`src/rtl/mips_pkg.sv`:
```
// Shared MIPS pipeline definitions: opcodes, ALU op codes, MemReg selects and
// the decode control bundle carried from ID into EX.
package mips_pkg;

  localparam int unsigned OPC_W   = 6;
  localparam int unsigned ALUOP_W = 4;
  localparam int unsigned MEMREG_W = 2;
  localparam int unsigned REGDST_W = 2;

  // Primary opcodes
  localparam logic [OPC_W-1:0] OP_RTYPE = 6'b000000;
  localparam logic [OPC_W-1:0] OP_LW    = 6'b100011;
  localparam logic [OPC_W-1:0] OP_SW    = 6'b101011;
  localparam logic [OPC_W-1:0] OP_ADDI  = 6'b001000;
  localparam logic [OPC_W-1:0] OP_ANDI  = 6'b001100;
  localparam logic [OPC_W-1:0] OP_ORI   = 6'b001101;
  localparam logic [OPC_W-1:0] OP_BEQ   = 6'b000100;
  localparam logic [OPC_W-1:0] OP_BNE   = 6'b000101;
  localparam logic [OPC_W-1:0] OP_SLTI  = 6'b001010;
  localparam logic [OPC_W-1:0] OP_J     = 6'b000010;

  // ALU operation codes
  localparam logic [ALUOP_W-1:0] ALU_ADD = 4'b0000;
  localparam logic [ALUOP_W-1:0] ALU_SUB = 4'b0001;
  localparam logic [ALUOP_W-1:0] ALU_AND = 4'b0010;
  localparam logic [ALUOP_W-1:0] ALU_OR  = 4'b0011;
  localparam logic [ALUOP_W-1:0] ALU_BEQ = 4'b0101;
  localparam logic [ALUOP_W-1:0] ALU_BNE = 4'b0110;
  localparam logic [ALUOP_W-1:0] ALU_SLT = 4'b0111;
  localparam logic [ALUOP_W-1:0] ALU_SLL = 4'b1000;

  // Writeback source select
  localparam logic [MEMREG_W-1:0] MEMREG_ALU = 2'd0;
  localparam logic [MEMREG_W-1:0] MEMREG_MEM = 2'd1;
  localparam logic [MEMREG_W-1:0] MEMREG_PC4 = 2'd2;

  // Decode control bundle (14 bits); all-zero is a harmless bubble
  typedef struct packed {
    logic [REGDST_W-1:0] regdst;
    logic                jump;
    logic                branch;
    logic                memread;
    logic [MEMREG_W-1:0] memreg;
    logic                alusrc;
    logic                regwrite;
    logic                memwrite;
    logic [ALUOP_W-1:0]  aluop;
  } ctrl_bundle_t;

  localparam int unsigned CTRL_W = $bits(ctrl_bundle_t);

endpackage

```
`src/rtl/id_ex_stage_hazard.sv`:
```
// hazard_detect: combinational load-use detection for the ID/EX register.
// Ports: id_opcode/id_rs/id_rt describe the instruction in ID; ex_valid,
// ex_memread, ex_rt describe the instruction in EX; flush/ex_hold are the
// pipeline controls. load_use_c and stall_c are combinational results.
module hazard_detect
  import mips_pkg::*;
#(
  parameter int unsigned REG_AW = 5
) (
  input  logic [OPC_W-1:0]  id_opcode,
  input  logic [REG_AW-1:0] id_rs,
  input  logic [REG_AW-1:0] id_rt,
  input  logic              ex_valid,
  input  logic              ex_memread,
  input  logic [REG_AW-1:0] ex_rt,
  input  logic              flush,
  input  logic              ex_hold,
  output logic              load_use_c,
  output logic              stall_c
);

  logic uses_rs;
  logic uses_rt;

  // Source-operand usage by opcode: J reads nothing, I-types read rs only
  always_comb begin
    uses_rs = (id_opcode != OP_J);
    uses_rt = (id_opcode == OP_RTYPE) || (id_opcode == OP_BEQ) ||
              (id_opcode == OP_BNE)   || (id_opcode == OP_SW);
  end

  // A load into $zero never creates a real dependency
  always_comb begin
    load_use_c = ex_valid && ex_memread && (ex_rt != '0) &&
                 ((uses_rs && (ex_rt == id_rs)) || (uses_rt && (ex_rt == id_rt)));
    stall_c    = !flush && (load_use_c || ex_hold);
  end

endmodule

```
`src/rtl/id_ex_stage.sv`:
```
// id_ex_stage: ID/EX pipeline register with load-use bubble insertion,
// flush, EX hold and a saturating count of inserted load-use bubbles.
// Ports: id_* decode outputs in; ex_* registered copies out; ex_valid marks a
// real instruction; stall (combinational) freezes PC and IF/ID; stall_count
// counts load-use bubbles.
module id_ex_stage
  import mips_pkg::*;
#(
  parameter int unsigned DATA_W = 32,
  parameter int unsigned REG_AW = 5,
  parameter int unsigned CNT_W  = 16
) (
  input  logic              clk,
  input  logic              rst_n,
  input  logic [5:0]        id_opcode,
  input  logic [1:0]        id_regdst,
  input  logic              id_jump,
  input  logic              id_branch,
  input  logic              id_memread,
  input  logic [1:0]        id_memreg,
  input  logic              id_alusrc,
  input  logic              id_regwrite,
  input  logic              id_memwrite,
  input  logic [3:0]        id_aluop,
  input  logic [REG_AW-1:0] id_rs,
  input  logic [REG_AW-1:0] id_rt,
  input  logic [REG_AW-1:0] id_rd,
  input  logic [DATA_W-1:0] id_rdata1,
  input  logic [DATA_W-1:0] id_rdata2,
  input  logic [DATA_W-1:0] id_imm,
  input  logic [DATA_W-1:0] id_pc4,
  input  logic              flush,
  input  logic              ex_hold,
  output logic [1:0]        ex_regdst,
  output logic              ex_jump,
  output logic              ex_branch,
  output logic              ex_memread,
  output logic [1:0]        ex_memreg,
  output logic              ex_alusrc,
  output logic              ex_regwrite,
  output logic              ex_memwrite,
  output logic [3:0]        ex_aluop,
  output logic [REG_AW-1:0] ex_rs,
  output logic [REG_AW-1:0] ex_rt,
  output logic [REG_AW-1:0] ex_rd,
  output logic [DATA_W-1:0] ex_rdata1,
  output logic [DATA_W-1:0] ex_rdata2,
  output logic [DATA_W-1:0] ex_imm,
  output logic [DATA_W-1:0] ex_pc4,
  output logic              ex_valid,
  output logic              stall,
  output logic [CNT_W-1:0]  stall_count
);

  ctrl_bundle_t      id_ctrl;
  ctrl_bundle_t      ctrl_q, ctrl_d;
  logic              valid_q, valid_d;
  logic [REG_AW-1:0] rs_q, rs_d, rt_q, rt_d, rd_q, rd_d;
  logic [DATA_W-1:0] rdata1_q, rdata1_d, rdata2_q, rdata2_d;
  logic [DATA_W-1:0] imm_q, imm_d, pc4_q, pc4_d;
  logic [CNT_W-1:0]  cnt_q, cnt_d;
  logic              load_use;
  logic              stall_c;

  always_comb begin
    id_ctrl = '{regdst:   id_regdst,   jump:     id_jump,
                branch:   id_branch,   memread:  id_memread,
                memreg:   id_memreg,   alusrc:   id_alusrc,
                regwrite: id_regwrite, memwrite: id_memwrite,
                aluop:    id_aluop};
  end

  hazard_detect #(
    .REG_AW (REG_AW)
  ) u_hazard (
    .id_opcode  (id_opcode),
    .id_rs      (id_rs),
    .id_rt      (id_rt),
    .ex_valid   (valid_q),
    .ex_memread (ctrl_q.memread),
    .ex_rt      (rt_q),
    .flush      (flush),
    .ex_hold    (ex_hold),
    .load_use_c (load_use),
    .stall_c    (stall_c)
  );

  // Next-state: flush > hold > load-use bubble > normal load.
  // Bubbles clear only control and valid; data fields are left as-is.
  always_comb begin
    ctrl_d   = ctrl_q;
    valid_d  = valid_q;
    rs_d     = rs_q;
    rt_d     = rt_q;
    rd_d     = rd_q;
    rdata1_d = rdata1_q;
    rdata2_d = rdata2_q;
    imm_d    = imm_q;
    pc4_d    = pc4_q;
    cnt_d    = cnt_q;
    if (flush) begin
      ctrl_d  = '0;
      valid_d = 1'b0;
    end else if (ex_hold) begin
      // retain everything
    end else if (load_use) begin
      ctrl_d  = '0;
      valid_d = 1'b0;
      if (cnt_q != {CNT_W{1'b1}}) cnt_d = cnt_q + CNT_W'(1);
    end else begin
      ctrl_d   = id_ctrl;
      valid_d  = 1'b1;
      rs_d     = id_rs;
      rt_d     = id_rt;
      rd_d     = id_rd;
      rdata1_d = id_rdata1;
      rdata2_d = id_rdata2;
      imm_d    = id_imm;
      pc4_d    = id_pc4;
    end
  end

  always_ff @(posedge clk) begin
    if (!rst_n) begin
      ctrl_q   <= '0;
      valid_q  <= 1'b0;
      rs_q     <= '0;
      rt_q     <= '0;
      rd_q     <= '0;
      rdata1_q <= '0;
      rdata2_q <= '0;
      imm_q    <= '0;
      pc4_q    <= '0;
      cnt_q    <= '0;
    end else begin
      ctrl_q   <= ctrl_d;
      valid_q  <= valid_d;
      rs_q     <= rs_d;
      rt_q     <= rt_d;
      rd_q     <= rd_d;
      rdata1_q <= rdata1_d;
      rdata2_q <= rdata2_d;
      imm_q    <= imm_d;
      pc4_q    <= pc4_d;
      cnt_q    <= cnt_d;
    end
  end

  always_comb begin
    ex_regdst   = ctrl_q.regdst;
    ex_jump     = ctrl_q.jump;
    ex_branch   = ctrl_q.branch;
    ex_memread  = ctrl_q.memread;
    ex_memreg   = ctrl_q.memreg;
    ex_alusrc   = ctrl_q.alusrc;
    ex_regwrite = ctrl_q.regwrite;
    ex_memwrite = ctrl_q.memwrite;
    ex_aluop    = ctrl_q.aluop;
    ex_rs       = rs_q;
    ex_rt       = rt_q;
    ex_rd       = rd_q;
    ex_rdata1   = rdata1_q;
    ex_rdata2   = rdata2_q;
    ex_imm      = imm_q;
    ex_pc4      = pc4_q;
    ex_valid    = valid_q;
    stall       = stall_c;
    stall_count = cnt_q;
  end

endmodule

```
`config.mk`:
```
export PLATFORM = sky130hd
export DESIGN_NAME = id_ex_stage
export DESIGN_NICKNAME = d
export VERILOG_FILES = /design/src/rtl/mips_pkg.sv /design/src/rtl/id_ex_stage_hazard.sv /design/src/rtl/id_ex_stage.sv
export SDC_FILE = /design/constraint.sdc
export NUM_CORES = 1
export LEC_CHECK = 0
export CAP_MARGIN = 5
export CORE_AREA = 2 2 131 133
export CTS_CLUSTER_SIZE = 30
export DETAILED_ROUTE_END_ITERATION = 10
export DIE_AREA = 0 0 133 135
export DONT_BUFFER_PORTS = 1
export PLACE_DENSITY = 0.64
export SLEW_MARGIN = 30
export SYNTH_ARGS = -nofsm -noshare
export SYNTH_HDL_FRONTEND = slang
export SYNTH_SLANG_ARGS = --single-unit
```
`constraint.sdc`:
```
create_clock -name clk -period 3.1 [get_ports clk]
set_clock_uncertainty 0.15 [all_clocks]
set_input_delay 0.62 -clock clk [delete_from_list [all_inputs] [get_ports clk]]
set_output_delay 0.62 -clock clk [all_outputs]
set_load 0.005 [all_outputs]
```
==> qor.csv <==
metric,value,unit
path_cells,"xnor2_1, nand3_1, nor4_2, o21ai_4, a21oi_1",
place.gp.congestion,0.788,
synth_nets,971,
dr.pass1.iters,5,
die-height,135,um
synthesis.area,0.00666,sq mm
critPathMaxStageDelay,0.49,ns
diodes,0,
synth-seq-cells,174,
path_class,reg2out,
pre_cts_ws,0.364,ns
cts_max_level,4,
core_area,0.0164,sq mm
critical_path.startpoint,ex_rt[0]$_SDFFE_PN0P_,
drc,0,
numCtsBuffers,17,
cts_sinks,174,
finish.utilization,44.8,%
clk_pin_slew,0.07,ns
worstMarginPinSlew,0.705,ns
final_hold_viol_count,0,
rr_endpoint,ex_rdata2[24]$_SDFFE_PN0P_,
end_kind,primary output,
p_per_area,658,mW/mm^2
via_count,5549,
rr_worst_depth,7,
fillers,1641,
tns,0,ns
relSlewSlack,53.0,%
p_int,0.00367,W
grt_max_degree,73,
min_period,2.85,ns
yosysTopAreaCell,dfxtp_1,
synth_area_per_cell,8.29,sq um
die_width,133,um
grtUsageTotal,19.8,%
ant_nets,0,
synth_area_leaders,"dfxtp_1 52%, nand3_1 11%, a21oi_1 11%",
drv_slew,0,
post_cts_buffers,0,
root_buffer,clkbuf_16,
worst_slack,0.249,ns
p_leak,2.52,nW
irDropWorstVdd,0.349,mV
hp-class,in2reg,
ys_types,41,
worst_setup_path_start_kind,flop,
yosys-top-cells-count,"174 x dfxtp_1, 151 x nand2_1, 149 x nand3_1",
pin_count,342,
yosysWarnings,0,
start_util,40.6,%
cts_resized,0,
period_share,92.0,%
antenna_found_initial,0,
yosysSeqAreaShare,52.3,%
viasPerCell,5.58,
seqPwrFrac,49.8,%
reg2reg_from,ex_rt[1]$_SDFFE_PN0P_,
clk_path_buf_depth,2,
wl_per_cell,18.6,um
endpoint,stall,
crit_slowest_cell,dfxtp_1,
synthArstFlopShare,0,%
clk_latency,0.42,ns
synth_edf_count,0,
stdcell_area,0.00735,sq mm
ctsHoldBuffers,0,
grt_pass1_vias,5113,
dp_hpwl,12800,um
drive_gt1_share,6.45,%
wirelength,18500,um
fmax,351,MHz
ff2ff_setup_slack,0.48,ns
p_clk_share,45.0,%
critical_path_arrival,2.08,ns
p_sw_share,24.1,%
synth_cells,803,
drt_iter0_drc,461,
port_buffers,0,
grt_pass1_wl,28300,um
cap_violations,0,
fin_nets,930,
setup_viol_count_final,0,
cts_tree,built,
fin_hold_ws,0.143,ns
dieArea,0.0180,sq mm
row_count,47,
worst-path-max-fanout,15,
rsz0062_at_grt,no,
grt_remaining_overflow,0,
synth.most_common_cell,dfxtp_1,
pwr-share-comb,5.2,%
ys.flop_type,dfxtp_1,
placed_area,0.00674,sq mm
synthToLayoutAreaGrowth,10.5,%
crit_required,2.33,ns
outcome,completed,
synth_top_area_share,52.3,%
p_switching,0.00117,W
[stage by stage]
stage	std cells	total power (W)
after floorplan	803	0.00265
after global placement	963	0.00271
after detailed placement	963	0.00271
after CTS	995	0.00490
after global routing	995	0.00503
final	995	0.00484
[flip-flops by register name, indices dropped and copies added (netlist names), 4 cells and up]
| register | flops |
|---|---|
| ex_rdata1 | 32 |
| ex_rdata2 | 32 |
| ex_aluop | 4 |
| ex_pc4 | 32 |
| ex_rt | 5 |
| stall_count | 16 |
| ex_imm | 32 |
| ex_rs | 5 |
| ex_rd | 5 |
[kinds of logic after synthesis]
logic type	synth area share (%)
AOI/OAI and AO/OA	16.1
xor gates and xnor gates	1.32
adders and majority gates	0.188
buffers and inverters	5.71
DFF	52.3
muxes	0.451
and+or+nand+nor	23.9
[area by class of cell]
type / instances / area, sq um / share of cell area (%)
inverters: 9 / 36.3 / 0.493
well taps: 220 / 275 / 3.74
multi-input cells: 550 / 2810 / 38.3
clock buffers: 19 / 453 / 6.16
flip-flops and latches: 174 / 3480 / 47.4
repair buffers: 10 / 138 / 1.87
clock inverters: 13 / 155 / 2.11
[power groups by stage]
stage | clock, W | sequential (W) | combinational [W]
finish | 0.00218 | 0.00241 | 0.000250
global route | 0.00233 | 0.00242 | 0.000286
CTS | 0.00223 | 0.00241 | 0.000251
detailed placement | 0 | 0.00246 | 0.000251
global placement | 0 | 0.00246 | 0.000246
floorplan | 0 | 0.00243 | 0.000219
[per-layer routing]
metal	part of all wire, %	global-route usage, %
met5	0	0
met4	2.5	8.66
met3	10	8.78
met2	49	32.2
met1	39	22.6
[how the worst min path moves through the flow]
stage               slack [ns]               startpoint                      end  cells after the start
global route              0.13                    flush    ex_valid$_SDFFE_PP0N_                      1
CTS                       0.11                    flush    ex_valid$_SDFFE_PP0N_                      1
floorplan                 0.30   ex_imm[0]$_SDFFE_PN0P_   ex_imm[0]$_SDFFE_PN0P_                      2
global placement          0.31  ex_imm[25]$_SDFFE_PN0P_  ex_imm[25]$_SDFFE_PN0P_                      2
finish                    0.14                    flush    ex_valid$_SDFFE_PP0N_                      1
detailed placement        0.32  ex_imm[22]$_SDFFE_PN0P_  ex_imm[22]$_SDFFE_PN0P_                      2
[cell usage in the layout, fill, tap and decap left out, drive strengths merged, types with 2 or more instances in the layout]
cell type / instances
a21oi: 145
o21ai: 18
dfxtp: 174
or4: 7
xnor2: 8
mux2i: 3
nor4: 2
and3: 5
nand4: 7
bufinv: 2
buf: 10
xor2: 2
or3: 5
nand3: 149
o41ai: 2
nand2b: 4
nand2: 151
clkinv: 6
nor2: 5
nor3: 4
clkbuf: 19
o31ai: 6
inv: 13
o311ai: 2
a22o: 14
[worst max-delay path: cells and delay by family (launching register included)]
family | cells | cell delay, ns
flops | 1 | 0.49
xor+xnor | 1 | 0.16
compound gates | 2 | 0.51
simple gates | 2 | 0.51
No activity file was read; power rests on OpenSTA's default activity.
